**config.mk**
```make
export PLATFORM = sky130hd
export DESIGN_NAME = crc9_enc_sched
export DESIGN_NICKNAME = d
export VERILOG_FILES = /design/src/rtl/crc9_sched_pkg.sv /design/src/rtl/crc9_enc_sched_rr_arbiter.sv /design/src/rtl/crc9_enc_sched.sv
export SDC_FILE = /design/constraint.sdc
export NUM_CORES = 1
export LEC_CHECK = 0
export BUFFER_PORTS_ARGS = -buffer_cell sky130_fd_sc_hd__buf_4
export CORE_AREA = 2 2 368 370
export DETAILED_ROUTE_END_ITERATION = 8
export DIE_AREA = 0 0 370 372
export GPL_TIMING_DRIVEN = 0
export PLACE_DENSITY = 0.3
export SETUP_SLACK_MARGIN = 0.3
export SLEW_MARGIN = 20
export SYNTH_ARGS = -nofsm -noshare
export SYNTH_HDL_FRONTEND = slang
export SYNTH_SLANG_ARGS = --single-unit
```
**constraint.sdc**
```tcl
create_clock -name clk -period 5.9 [get_ports clk]
set_input_delay 1.18 -clock clk [delete_from_list [all_inputs] [get_ports clk]]
set_output_delay 1.18 -clock clk [all_outputs]
set_load 0.02 [all_outputs]
```
**src/rtl/crc9_sched_pkg.sv**
```systemverilog
// rtl/crc9_sched_pkg.sv - shared widths and FSM state type for the CRC9 encoder scheduler
package crc9_sched_pkg;

  localparam int DATA_W = 128;
  localparam int PAR_W  = 9;
  localparam int CODE_W = DATA_W + PAR_W;

  typedef enum logic [1:0] {
    IDLE,
    LOAD,
    FIRE,
    DONE
  } sched_state_t;

endpackage

```
**src/rtl/crc9_enc_sched_rr_arbiter.sv**
```systemverilog
// rtl/crc9_enc_sched_rr_arbiter.sv - round-robin arbiter with its own last-grant pointer
module rr_arbiter #(
  parameter int N = 4,
  parameter int W = (N > 1) ? $clog2(N) : 1
) (
  input  logic         clk,
  input  logic         reset,
  input  logic [N-1:0] req,
  input  logic         advance,
  output logic [N-1:0] grant,
  output logic [W-1:0] grant_idx,
  output logic [W-1:0] ptr
);

  // Search starts one past the last winner so the previous owner goes to the back.
  always_comb begin : search
    logic found;
    int   idx;
    grant     = '0;
    grant_idx = '0;
    found     = 1'b0;
    idx       = 0;
    for (int k = 1; k <= N; k++) begin
      idx = (int'(ptr) + k) % N;
      if (!found && req[idx[W-1:0]]) begin
        found                = 1'b1;
        grant[idx[W-1:0]]    = 1'b1;
        grant_idx            = idx[W-1:0];
      end
    end
  end

  always_ff @(posedge clk or posedge reset) begin
    if (reset) begin
      ptr <= W'(N - 1);
    end else if (advance) begin
      ptr <= grant_idx;
    end
  end

endmodule

```
**src/rtl/crc9_enc_sched.sv**
```systemverilog
// rtl/crc9_enc_sched.sv - shares one CRC9 encoder among requesters; CRC9_SCHED_TIMEOUT_EN adds a DONE watchdog
module crc9_enc_sched
  import crc9_sched_pkg::*;
#(
  parameter int NUM_REQ     = 4,
  parameter int TAG_W       = $clog2(NUM_REQ),
  parameter int TIMEOUT_CYC = 255
) (
  input  logic                      clk,
  input  logic                      reset,
  input  logic [NUM_REQ-1:0]        req_valid,
  input  logic [NUM_REQ*DATA_W-1:0] req_data,
  output logic [NUM_REQ-1:0]        req_ready,
  output logic                      enc_enable,
  output logic [DATA_W-1:0]         enc_data,
  input  logic [CODE_W-1:0]         enc_code,
  input  logic                      enc_valid,
  output logic                      out_valid,
  input  logic                      out_ready,
  output logic [CODE_W-1:0]         out_code,
  output logic [TAG_W-1:0]          out_tag,
  output logic                      busy,
  output logic                      err_timeout
);

  sched_state_t         state;
  logic [DATA_W-1:0]    hold_data;
  logic [TAG_W-1:0]     cur_tag;
  logic [NUM_REQ-1:0]   grant;
  logic [TAG_W-1:0]     grant_idx;
  logic [TAG_W-1:0]     arb_ptr_unused;
  logic [DATA_W-1:0]    sel_data;
  logic                 advance;

  assign advance = (state == IDLE) && (|req_valid);

  rr_arbiter #(
    .N (NUM_REQ),
    .W (TAG_W)
  ) u_arb (
    .clk       (clk),
    .reset     (reset),
    .req       (req_valid),
    .advance   (advance),
    .grant     (grant),
    .grant_idx (grant_idx),
    .ptr       (arb_ptr_unused)
  );

  always_comb begin
    sel_data = '0;
    for (int i = 0; i < NUM_REQ; i++) begin
      if (grant[i]) begin
        sel_data = req_data[i*DATA_W +: DATA_W];
      end
    end
  end

  assign req_ready = (state == IDLE) ? grant : '0;
  assign enc_data  = hold_data;
  // The encoder holds its output while enable is low, so DONE can pass it straight through.
  assign out_code  = out_valid ? enc_code : '0;
  assign out_tag   = out_valid ? cur_tag : '0;

`ifdef CRC9_SCHED_TIMEOUT_EN
  localparam int TMO_W = ($clog2(TIMEOUT_CYC + 1) > 8) ? $clog2(TIMEOUT_CYC + 1) : 8;
  logic [TMO_W-1:0] tmo_cnt;
  logic             tmo_hit;

  assign tmo_hit = (state == DONE) && !out_ready && (tmo_cnt == TMO_W'(TIMEOUT_CYC - 1));

  always_ff @(posedge clk or posedge reset) begin
    if (reset) begin
      tmo_cnt     <= '0;
      err_timeout <= 1'b0;
    end else begin
      err_timeout <= tmo_hit;
      if (state == FIRE) begin
        tmo_cnt <= '0;
      end else if (out_valid && !out_ready) begin
        tmo_cnt <= tmo_cnt + TMO_W'(1);
      end
    end
  end
`else
  logic unused_timeout_cfg;
  assign unused_timeout_cfg = ^TIMEOUT_CYC;
  assign err_timeout        = 1'b0;
`endif

  always_ff @(posedge clk or posedge reset) begin
    if (reset) begin
      state      <= IDLE;
      hold_data  <= '0;
      cur_tag    <= '0;
      enc_enable <= 1'b0;
      out_valid  <= 1'b0;
      busy       <= 1'b0;
    end else begin
      case (state)
        IDLE: begin
          if (|req_valid) begin
            hold_data  <= sel_data;
            cur_tag    <= grant_idx;
            enc_enable <= 1'b1;
            busy       <= 1'b1;
            state      <= LOAD;
          end
        end
        LOAD: begin
          state <= FIRE;
        end
        FIRE: begin
          enc_enable <= 1'b0;
          out_valid  <= 1'b1;
          state      <= DONE;
        end
        DONE: begin
          if (out_ready) begin
            out_valid <= 1'b0;
            busy      <= 1'b0;
            state     <= IDLE;
          end
`ifdef CRC9_SCHED_TIMEOUT_EN
          else if (tmo_hit) begin
            out_valid <= 1'b0;
            busy      <= 1'b0;
            state     <= IDLE;
          end
`endif
        end
        default: begin
          state <= IDLE;
        end
      endcase
    end
  end

  // A codeword in DONE without encoder valid means the encoder lost the job mid-flight.
  a_enc_valid_in_done: assert property (@(posedge clk) disable iff (reset)
    (state == DONE) |-> enc_valid);

endmodule
```
==> impl_metrics.json <==
{
  "synth_top_area_share": 0.319,
  "synth.distinct_cells": 41,
  "fin_tns_setup_ns": 0,
  "synth_cells": 1297,
  "leakage_uw": 0.00830,
  "end_kind": "output port",
  "ir_drop_uv": 252,
  "p_seq_frac": 0.134,
  "htree_levels": 4,
  "drtPass1Iterations": 5,
  "crit_required_ns": 4.72,
  "vias": 14232,
  "fp.dieH_um": 372,
  "p_int_uw": 5610,
  "holdWs_ns": 0.493,
  "cp.arrival_ns": 4.11,
  "cts_tree": "done",
  "io_buffers": 929,
  "setup_viol": 0,
  "start_kind": "flop",
  "fin_nets": 2922,
  "vias_per_cell": 3.51,
  "gp_congestion": 0.804,
  "wl_met2_um": 49000,
  "min_path_type": "reg2reg",
  "hold_buffers": 0,
  "switching_share": 0.587,
  "syn_area_per_cell_um2": 8.16,
  "slew_headroom": 0.334,
  "grt_max_degree": 57,
  "ctsRootBufferMaster": "clkbuf_16",
  "grt_pass1_vias": 15275,
  "finalInstanceArea_mm2": 0.0205,
  "fin_ws_ns": 0.613,
  "synth_area_mm2": 0.0106,
  "cts_max_path_buffers": 2,
  "hold_viol_final": 0,
  "die_w_um": 370,
  "synth-edff-count": 0,
  "power_per_cell_area_mw_per_mm2": 662,
  "place_hpwl_um": 84500,
  "route.detailed.drc": 0,
  "wl_met1_um": 42100,
  "cts_buffers": 17,
  "drv_slew": 0,
  "drive_gt1_frac": 0.457,
  "synth-async-reset-ratio": 1.00,
  "routed-wl-met3_um": 8790,
  "p_sw_uw": 7980,
  "max_stage_delay_ns": 0.60,
  "path_max_fanout": 10,
  "rows": 135,
  "slowest_stage": "dfstp_2",
  "period_share": 0.896,
  "path_cells": "buf_6 > buf_4 > clkinvlp_4 > ha_1 > buf_2 > mux4_2 > nor4b_4 > and2_1 > or2_4 > buf_4 > buf_4 > and2_1 > buf_4",
  "grtUsageTotal": 0.142,
  "max_clock_freq_ghz": 0.189,
  "maxCapViolations": 0,
  "clkPwrFrac": 0.087,
  "overflow": 0,
  "period_needed_ns": 5.29,
  "clk_pin_slew_ns": 0.07,
  "nFillCells": 15585,
  "die-area_mm2": 0.138,
  "syn_nets": 1966,
  "synth_ff_type": "dfrtp_1",
  "core_mm2": 0.134,
  "power_frac_comb": 0.778,
  "synthTopCellsByCount": "a211oi_1, and2_1, nand2_1",
  "synth_seq_area_share": 0.324,
  "ant_nets": 0,
  "rsz0062_at_grt": "false",
  "post_dp_cell_area_mm2": 0.0199,
  "yosysTopAreaCell": "dfrtp_1",
  "path_class": "reg2out",
  "pin_count": 932,
  "dp_slack_ns": 0.204,
  "status": "complete, no violations",
  "post_drt_wl_per_cell_um": 25.0,
  "clk_latency_ns": 0.54,
  "yosysMostFrequentCell": "a211oi_1",
  "drtIter0Drc": 766,
  "ys_seq_elements": 137,
  "tightest_slew_ns": 1.00,
  "wirelength_um": 101000,
  "cts.sinks": 137,
  "syn2layout_area_growth_pct": 93.9,
  "synthTopCellsByArea": "dfrtp_1, a211oi_1, and2_1",
  "grt_pass1_wl_um": 133000,
  "initial_core_util": 0.0788,
  "skew_ns": 0.00896,
  "ys_warn_count": 0,
  "path_common_cell": "buf_4",
  "top_layer": "met5",
  "antenna_found_initial": 30
}
## critical path: cells and delay by family, from the launching register on
kind                       cells  cell delay (ns)
muxes                          1             0.57
adders and majority gates      1             0.27
and+or+nand+nor                4             0.88
buffers and inverters          7             1.25
DFF                            1             0.60
## layout make-up
type	instances	area (um2)	share of cell area
clock buffers	20	467	0.0227
repair buffers	937	7080	0.345
inverters	8	41.3	0.00201
flip-flops and latches	137	3430	0.167
diodes	8	20.0	0.000975
clock inverters	12	98.8	0.00482
plain buffers	148	830	0.0404
multi-input cells	1004	6330	0.308
well taps	1781	2230	0.109
## flip-flops by register name, summed over array words and instances (netlist names)
name        count
u_arb.ptr       2
enc_enable      1
busy            1
enc_data      128
cur_tag         2
state           2
out_valid       1
## routing by layer
metal / vias to the layer above / GRT usage
met1: 6872 / 0.170
li1: 6687 / -
met2: 590 / 0.237
met4: 16 / 0.0349
met5: - / 0
met3: 67 / 0.0548
## what timing repair did
action	in CTS	in global routing
setup endpoints to repair	3	3
buffers inserted	5	0
gates resized for setup	11	3
pin swaps	1	1
hold endpoints to repair	0	0
## worst paths after layout
path,slack [ns],end,cells after the start,from
min in group asynchronous,0.62,enc_data[42],2,reset
setup reg to reg,1.28,enc_data[54],13,u_arb.ptr[0]
hold reg to reg,0.49,cur_tag[1],2,cur_tag[1]
max in group asynchronous,4.53,enc_data[110],3,reset
setup / recovery,0.61,req_ready[1],13,u_arb.ptr[0]
hold / removal,0.49,cur_tag[1],2,cur_tag[1]
## power groups by stage
stage / sequential (uW) / combinational, uW / clock [uW]
after floorplan: 2290 / 5190 / 0
after global placement: 1840 / 10900 / 0
after detailed placement: 1830 / 10800 / 0
after CTS: 1830 / 10900 / 1260
after global routing: 1880 / 11500 / 1280
final: 1820 / 10600 / 1190
## stage by stage
| step | cells | utilization | total power, uW |
|---|---|---|---|
| 4_1_cts | 4047 | 0.153 | 14000 |
| 5_1_grt | 4052 | 0.153 | 14700 |
| 2_1_floorplan | 1297 | - | 7480 |
| 3_5_place_dp | 4010 | 0.148 | 12700 |
| 6_report | 4055 | 0.153 | 13600 |
| 3_3_place_gp | 4007 | 0.147 | 12700 |
## placed cells by master, fill, tap and decap left out, types with 4 or more instances in the layout
cell / Yosys / routed
buf_4: 8 / 945
a211oi_1: 252 / 252
and2_1: 142 / 142
nand2_1: 137 / 137
dfrtp_1: 135 / 135
nand2b_1: 132 / 132
o22ai_1: 132 / 132
nor3_1: 129 / 128
clkbuf_1: 103 / 100
buf_2: 21 / 18
clkbuf_16: 0 / 17
ha_1: 12 / 12
buf_12: 11 / 11
nor2_1: 11 / 11
diode_2: 0 / 8
nor2b_1: 8 / 8
o21ai_0: 7 / 7
a21oi_1: 7 / 7
inv_1: 8 / 6
mux2i_1: 6 / 6
clkinv_2: 0 / 6
clkinvlp_4: 0 / 5
a211oi_2: 4 / 4
mux4_2: 4 / 4
clkbuf_8: 0 / 4
## cell families (layout without fill, tap and decap cells)
family | Yosys count | count (layout) | synth area share
xor+xnor | 2 | 2 | 0.00165
flops | 137 | 137 | 0.324
buf+inv | 156 | 1125 | 0.0789
simple gates | 566 | 566 | 0.286
fa+ha+maj | 12 | 12 | 0.0142
compound gates | 412 | 412 | 0.279
mux | 11 | 11 | 0.0152
other cells | 1 | 9 | 0.000354
Note: power is estimated with default switching activity, not from simulation.
